File: config.mk
export PLATFORM = sky130hd
export DESIGN_NAME = lcd_fb_writer_flat
export DESIGN_NICKNAME = d
export VERILOG_FILES = /design/src/rtl/lcd_pkg.sv /design/src/rtl/lcd_fb_writer_if.sv /design/src/rtl/lcd_cmd_decode.sv /design/src/rtl/lcd_fb_writer.sv /design/src/flat_wrapper.sv
export SDC_FILE = /design/constraint.sdc
export NUM_CORES = 1
export LEC_CHECK = 0
export ABC_AREA = 1
export CAP_MARGIN = 20
export CORE_MARGIN = 3
export CORE_UTILIZATION = 51
export DETAILED_ROUTE_END_ITERATION = 7
export PLACE_DENSITY_LB_ADDON = 0.1
export SLEW_MARGIN = 20
export SYNTH_ARGS = -nofsm -noshare
export SYNTH_HDL_FRONTEND = slang
export SYNTH_HIERARCHICAL = 1
export SYNTH_SLANG_ARGS = --single-unit
File: constraint.sdc
create_clock -name pclk -period 2 [get_ports pclk]
set_clock_uncertainty 0.2 [all_clocks]
set_input_delay 0.2 -clock pclk [delete_from_list [all_inputs] [get_ports pclk]]
set_output_delay 0.2 -clock pclk [all_outputs]
set_load 0.05 [all_outputs]
File: src/rtl/lcd_pkg.sv
// Shared opcodes, FSM encodings and command-class type for the LCD framebuffer writer.
package lcd_pkg;
  localparam int LCD_COLS  = 132;
  localparam int LCD_PAGES = 9;

  localparam logic [7:0] CMD_COL_LO = 8'h00;
  localparam logic [7:0] CMD_COL_HI = 8'h10;
  localparam logic [7:0] CMD_PAGE   = 8'hB0;
  localparam logic [7:0] CMD_START  = 8'h40;
  localparam logic [7:0] CMD_DISP   = 8'hAE;
  localparam logic [7:0] CMD_REV    = 8'hA6;
  localparam logic [7:0] CMD_ADC    = 8'hA0;
  localparam logic [7:0] CMD_RMW    = 8'hE0;
  localparam logic [7:0] CMD_END    = 8'hEE;
  localparam logic [7:0] CMD_RESET  = 8'hE2;

  localparam logic [1:0] IDLE    = 2'd0;
  localparam logic [1:0] RD_ADDR = 2'd1;
  localparam logic [1:0] RD_DATA = 2'd2;

  // At most one bit set; all-zero means the opcode is ignored.
  typedef struct packed {
    logic col_lo;
    logic col_hi;
    logic page;
    logic start;
    logic disp;
    logic rev;
    logic adc;
    logic rmw;
    logic rend;
    logic sreset;
  } cmd_cls_t;
endpackage

File: src/rtl/lcd_fb_writer_if.sv
// CPU-side request/response handshake of the LCD framebuffer writer.
interface lcd_fb_writer_if;
  logic       req_valid;
  logic       req_ready;
  logic       req_write;
  logic       req_dc;
  logic [7:0] req_data;
  logic       rsp_valid;
  logic [7:0] rsp_data;

  modport master (output req_valid, req_write, req_dc, req_data,
                  input  req_ready, rsp_valid, rsp_data);
  modport slave  (input  req_valid, req_write, req_dc, req_data,
                  output req_ready, rsp_valid, rsp_data);
endinterface

File: src/rtl/lcd_cmd_decode.sv
// Combinational SED1565 opcode classifier: one-hot class plus 6-bit operand.
module lcd_cmd_decode
  import lcd_pkg::*;
(
  input  logic [7:0] cmd,
  output cmd_cls_t   cls,
  output logic [5:0] arg
);
  always_comb begin
    cls        = '0;
    arg        = cmd[5:0];
    cls.col_lo = (cmd[7:4] == CMD_COL_LO[7:4]);
    cls.col_hi = (cmd[7:4] == CMD_COL_HI[7:4]);
    cls.page   = (cmd[7:4] == CMD_PAGE[7:4]);
    cls.start  = (cmd[7:6] == CMD_START[7:6]);
    cls.disp   = (cmd[7:1] == CMD_DISP[7:1]);
    cls.rev    = (cmd[7:1] == CMD_REV[7:1]);
    cls.adc    = (cmd[7:1] == CMD_ADC[7:1]);
    cls.rmw    = (cmd == CMD_RMW);
    cls.rend   = (cmd == CMD_END);
    cls.sreset = (cmd == CMD_RESET);
  end
endmodule

File: src/rtl/lcd_fb_writer.sv
// LCD framebuffer write port: command/data decode, page/column counters, dummy-read rule.
// Read-modify-write column hold (0xE0/0xEE) is built only with LCD_RMW_EN defined.
module lcd_fb_writer
  import lcd_pkg::*;
#(
  parameter int COLS  = LCD_COLS,
  parameter int PAGES = LCD_PAGES,
  parameter int AW    = 11
) (
  input  logic              pclk,
  input  logic              reset,
  lcd_fb_writer_if.slave    bus,
  output logic [AW-1:0]     fb_addr,
  output logic              fb_we,
  output logic [7:0]        fb_wdata,
  input  logic [7:0]        fb_rdata,
  output logic              disp_on,
  output logic              disp_rev,
  output logic              adc_rev,
  output logic [5:0]        start_line
);
  logic [1:0]  state;
  logic [3:0]  page;
  logic [7:0]  col;
  logic        dummy_pend;
  logic        rd_status, rd_dummy, rd_ff;
  cmd_cls_t    cls;
  logic [5:0]  arg;
  logic        take, pos_ok, col_inc_ok, rmw_on;
  logic [AW-1:0] addr;

  lcd_cmd_decode u_dec (.cmd(bus.req_data), .cls(cls), .arg(arg));

  assign bus.req_ready = (state == IDLE);
  assign take          = bus.req_valid && bus.req_ready;
  assign pos_ok        = (32'(page) < PAGES) && (32'(col) < COLS);
  // An out-of-range column never moves; an in-range one saturates at the last column.
  assign col_inc_ok    = 32'(col) < COLS - 1;
  assign addr          = AW'(page) * AW'(COLS) + AW'(col);

`ifdef LCD_RMW_EN
  logic       rmw;
  logic [7:0] saved_col;
  assign rmw_on = rmw;
`else
  logic unused_rmw_cls;
  assign unused_rmw_cls = cls.rmw | cls.rend;
  assign rmw_on = 1'b0;
`endif

  always_ff @(posedge pclk) begin
    if (reset) begin
      state         <= IDLE;
      page          <= '0;
      col           <= '0;
      dummy_pend    <= 1'b1;
      start_line    <= '0;
      disp_on       <= 1'b0;
      disp_rev      <= 1'b0;
      adc_rev       <= 1'b0;
      fb_we         <= 1'b0;
      fb_addr       <= '0;
      fb_wdata      <= '0;
      bus.rsp_valid <= 1'b0;
      bus.rsp_data  <= '0;
      rd_status     <= 1'b0;
      rd_dummy      <= 1'b0;
      rd_ff         <= 1'b0;
`ifdef LCD_RMW_EN
      rmw           <= 1'b0;
      saved_col     <= '0;
`endif
    end else begin
      fb_we         <= 1'b0;
      bus.rsp_valid <= 1'b0;
      case (state)
        IDLE: if (take) begin
          if (bus.req_write && bus.req_dc) begin
            if (pos_ok) begin
              fb_we    <= 1'b1;
              fb_addr  <= addr;
              fb_wdata <= bus.req_data;
            end
            if (col_inc_ok) col <= col + 8'd1;
          end else if (bus.req_write) begin
            if (cls.col_lo) begin col[3:0] <= arg[3:0]; dummy_pend <= 1'b1; end
            if (cls.col_hi) begin col[7:4] <= arg[3:0]; dummy_pend <= 1'b1; end
            if (cls.page)   begin page <= arg[3:0];     dummy_pend <= 1'b1; end
            if (cls.start)  start_line <= arg;
            if (cls.disp)   disp_on    <= arg[0];
            if (cls.rev)    disp_rev   <= arg[0];
            if (cls.adc)    adc_rev    <= arg[0];
            if (cls.sreset) begin
              page       <= '0;
              col        <= '0;
              start_line <= '0;
              dummy_pend <= 1'b1;
`ifdef LCD_RMW_EN
              rmw        <= 1'b0;
`endif
            end
`ifdef LCD_RMW_EN
            if (cls.rmw)  begin rmw <= 1'b1; saved_col <= col; end
            if (cls.rend) begin rmw <= 1'b0; col <= saved_col; end
`endif
          end else begin
            // Counter side effects are committed at acceptance; the response follows later.
            state     <= RD_ADDR;
            fb_addr   <= addr;
            rd_status <= !bus.req_dc;
            rd_dummy  <= bus.req_dc && dummy_pend;
            rd_ff     <= !pos_ok;
            if (bus.req_dc) begin
              if (dummy_pend)                 dummy_pend <= 1'b0;
              else if (!rmw_on && col_inc_ok) col        <= col + 8'd1;
            end
          end
        end
        RD_ADDR: state <= RD_DATA;
        RD_DATA: begin
          state         <= IDLE;
          bus.rsp_valid <= 1'b1;
          if (rd_status)      bus.rsp_data <= {1'b0, adc_rev, ~disp_on, 5'b0};
          else if (!rd_dummy) bus.rsp_data <= rd_ff ? 8'hFF : fb_rdata;
        end
        default: state <= IDLE;
      endcase
    end
  end
endmodule
File: src/flat_wrapper.sv
// flat-port wrapper written by rule: the top's interface ports become plain ports
module lcd_fb_writer_flat import lcd_pkg::*;
#(
  parameter int COLS  = LCD_COLS,
  parameter int PAGES = LCD_PAGES,
  parameter int AW    = 11
)
  (pclk, reset, fb_addr, fb_we, fb_wdata, fb_rdata, disp_on, disp_rev, adc_rev, start_line, bus_req_valid, bus_req_write, bus_req_dc, bus_req_data, bus_req_ready, bus_rsp_valid, bus_rsp_data);
  lcd_fb_writer_if bus_i ();
  input  logic pclk;
  input  logic reset;
  output logic [AW-1:0] fb_addr;
  output logic fb_we;
  output logic [7:0] fb_wdata;
  input  logic [7:0] fb_rdata;
  output logic disp_on;
  output logic disp_rev;
  output logic adc_rev;
  output logic [5:0] start_line;
  input wire logic [$bits(bus_i.req_valid)-1:0] bus_req_valid;
  input wire logic [$bits(bus_i.req_write)-1:0] bus_req_write;
  input wire logic [$bits(bus_i.req_dc)-1:0] bus_req_dc;
  input wire logic [$bits(bus_i.req_data)-1:0] bus_req_data;
  output wire logic [$bits(bus_i.req_ready)-1:0] bus_req_ready;
  output wire logic [$bits(bus_i.rsp_valid)-1:0] bus_rsp_valid;
  output wire logic [$bits(bus_i.rsp_data)-1:0] bus_rsp_data;
  assign bus_i.req_valid = bus_req_valid;
  assign bus_i.req_write = bus_req_write;
  assign bus_i.req_dc = bus_req_dc;
  assign bus_i.req_data = bus_req_data;
  assign bus_req_ready = bus_i.req_ready;
  assign bus_rsp_valid = bus_i.rsp_valid;
  assign bus_rsp_data = bus_i.rsp_data;
  lcd_fb_writer #(.COLS(COLS), .PAGES(PAGES), .AW(AW)) u_core (.pclk(pclk), .reset(reset), .bus(bus_i), .fb_addr(fb_addr), .fb_we(fb_we), .fb_wdata(fb_wdata), .fb_rdata(fb_rdata), .disp_on(disp_on), .disp_rev(disp_rev), .adc_rev(adc_rev), .start_line(start_line));
endmodule
==> run metrics <==
Total GRT Usage 0.222; slowest stage delay, CP 0.83 ns; die width 81.9 um; worst r2r src u_core/page[0]$_SDFFE_PP0P_; Max Fanout on Critical Path 3; leak pwr 1.71 nW; clock slew at reported path FFs 0.10 ns; Least-Margin Pin Slew 0.509 ns; clk_lat worst skew 0.31 ns; fin crit share 0.960; HP Class flip-flop to flip-flop; Crit path buffers/inverters 1; Post-Route WL 6.99 mm; CTS max path bufs 2; Final ANT Viol Nets 0; average wire per standard cell 12.6 um; vias per cell 5.22; post-synthesis cell count 408; GRT Residual Overflow 0; commonest non-fill, non-tap cell in the layout nand2_1; Crit Path Class flip-flop to output pin; flop-to-flop setup slack 0.15 ns; final setup violation count 0; syn_area_per_cell 7.19 um^2; register area 1120 um^2; Synth Net Count 436; most frequent cells in the layout nand2_1 (68), clkdlybuf4s50_1 (58), nor2_1 (55), dfxtp_1 (55), inv_1 (49); CP startpoint kind flip-flop; Tmin final 1.92 ns; Critical Path Start u_core/disp_on$_SDFFE_PP0P_; Max-cap violations 0; I/O pin cnt 60; crit path capture disp_on; Max stage delay cell, worst path clkdlybuf4s50_1; FF-to-FF path depth 10; number of cells on the critical path 1; final hold viol count 0; FP Rows 26; DRT iter0 DRCs 177; Final nets 513; DRC 0; outcome finished clean; Area Growth Syn to Fin 30.8%; TritonCTS buffer count 5; CTS root buf clkbuf_8; Worst VDD drop 0.345 mV; Max Fclk 521 MHz; CP required 1.60 ns; Starting Density 0.550; largest net degree at the start of global routing 25; critical path cell sequence clkdlybuf4s50_1; mapped cell area 2940 um^2; Worst EP arrival 1.52 ns; share of post-route cells with drive strength above 1 0.140; Ant. Diodes 0; crit-path leading delay family buffers and inverters; initial antenna violation count 0; synth warn 6; 1st-pass router iterations 4; cts repair resizes 0; Die Area 6700 um^2; clk sinks 56; GP Congestion 0.932; r2r endpoint u_core/fb_addr[10]$_SDFFE_PP0P_; area of the multi-input gates 1490 um^2; Post-CTS Setup Inserts 0; Final Max Slew Viols 0; fin util 0.720; Vias 2902; # fillers 470; cts hold-fix bufs 0; core area 5340 um^2; I/O Buffers 59; crit end category output pin; htree depth 2; Total Neg Setup Slack 0 ns; CTS tree done; unrepaired setup endpoints after global routing false; Slew headroom 0.660; detailed placement HPWL 5.26 mm; first-pass GRT wire length 11.7 mm; vias in the first global route 2602; PwrDens 647 nW/um^2; die height 81.9 um
power breakdown:
part,switching [mW],internal [mW],total (mW)
sequential,0.0335,1.16,1.20
clock,0.379,0.378,0.757
combinational,0.326,0.202,0.529
total,0.739,1.74,2.48
per-layer routing:
metal	global-route usage	vias up	wire length, um
met4	0.0598	0	76
met3	0.0471	8	393
li1	-	1487	-
met2	0.374	87	3350
met1	0.286	1320	3180
met5	0	-	0
area by class of cell:
| cell class | instances | share of cell area |
|---|---|---|
| Clock buffer | 5 | 0.0179 |
| Clock inverter | 3 | 0.0121 |
| Inverter | 56 | 0.0567 |
| Multi-Input combinational cell | 279 | 0.387 |
| Sequential cell | 56 | 0.292 |
| Tap cell | 70 | 0.0228 |
| Timing Repair Buffer | 87 | 0.211 |
sequential cells by signal, indices dropped and copies added (netlist names), 2 cells and up:
name                 cells
u_core/page              4
u_core/state             2
u_core/fb_addr          11
u_core/fb_wdata          8
u_core/start_line        6
u_core/col               8
u_core/bus.rsp_data      8
worst min-delay path by stage:
stage | from | endpoint | depth (start not counted)
global placement | u_core/fb_wdata[1]$_SDFFE_PP0P_ | u_core/fb_wdata[1]$_SDFFE_PP0P_ | 2
floorplan | bus_req_dc | u_core/rd_status$_SDFFE_PP0P_ | 1
detailed placement | u_core/fb_wdata[4]$_SDFFE_PP0P_ | u_core/fb_wdata[4]$_SDFFE_PP0P_ | 2
global route | u_core/fb_wdata[4]$_SDFFE_PP0P_ | u_core/fb_wdata[4]$_SDFFE_PP0P_ | 2
CTS | u_core/fb_wdata[0]$_SDFFE_PP0P_ | u_core/fb_wdata[0]$_SDFFE_PP0P_ | 2
finish | u_core/fb_wdata[0]$_SDFFE_PP0P_ | u_core/fb_wdata[0]$_SDFFE_PP0P_ | 2
per-stage QoR:
step | area, um^2 | setup WS, ns | cells | hold slack [ns] | power (mW)
4_1_cts | 3830 | 0.0548 | 556 | 0.253 | 2.50
3_5_place_dp | 3720 | -0.0848 | 548 | 0.237 | 1.75
2_1_floorplan | 2940 | 0.205 | 408 | 0.0897 | 1.56
5_1_grt | 3840 | 0.00120 | 556 | 0.276 | 2.60
3_3_place_gp | 3720 | -0.0487 | 548 | 0.234 | 1.74
6_report | 3840 | 0.0806 | 556 | 0.250 | 2.48
No activity file was read; power rests on OpenSTA's default activity.
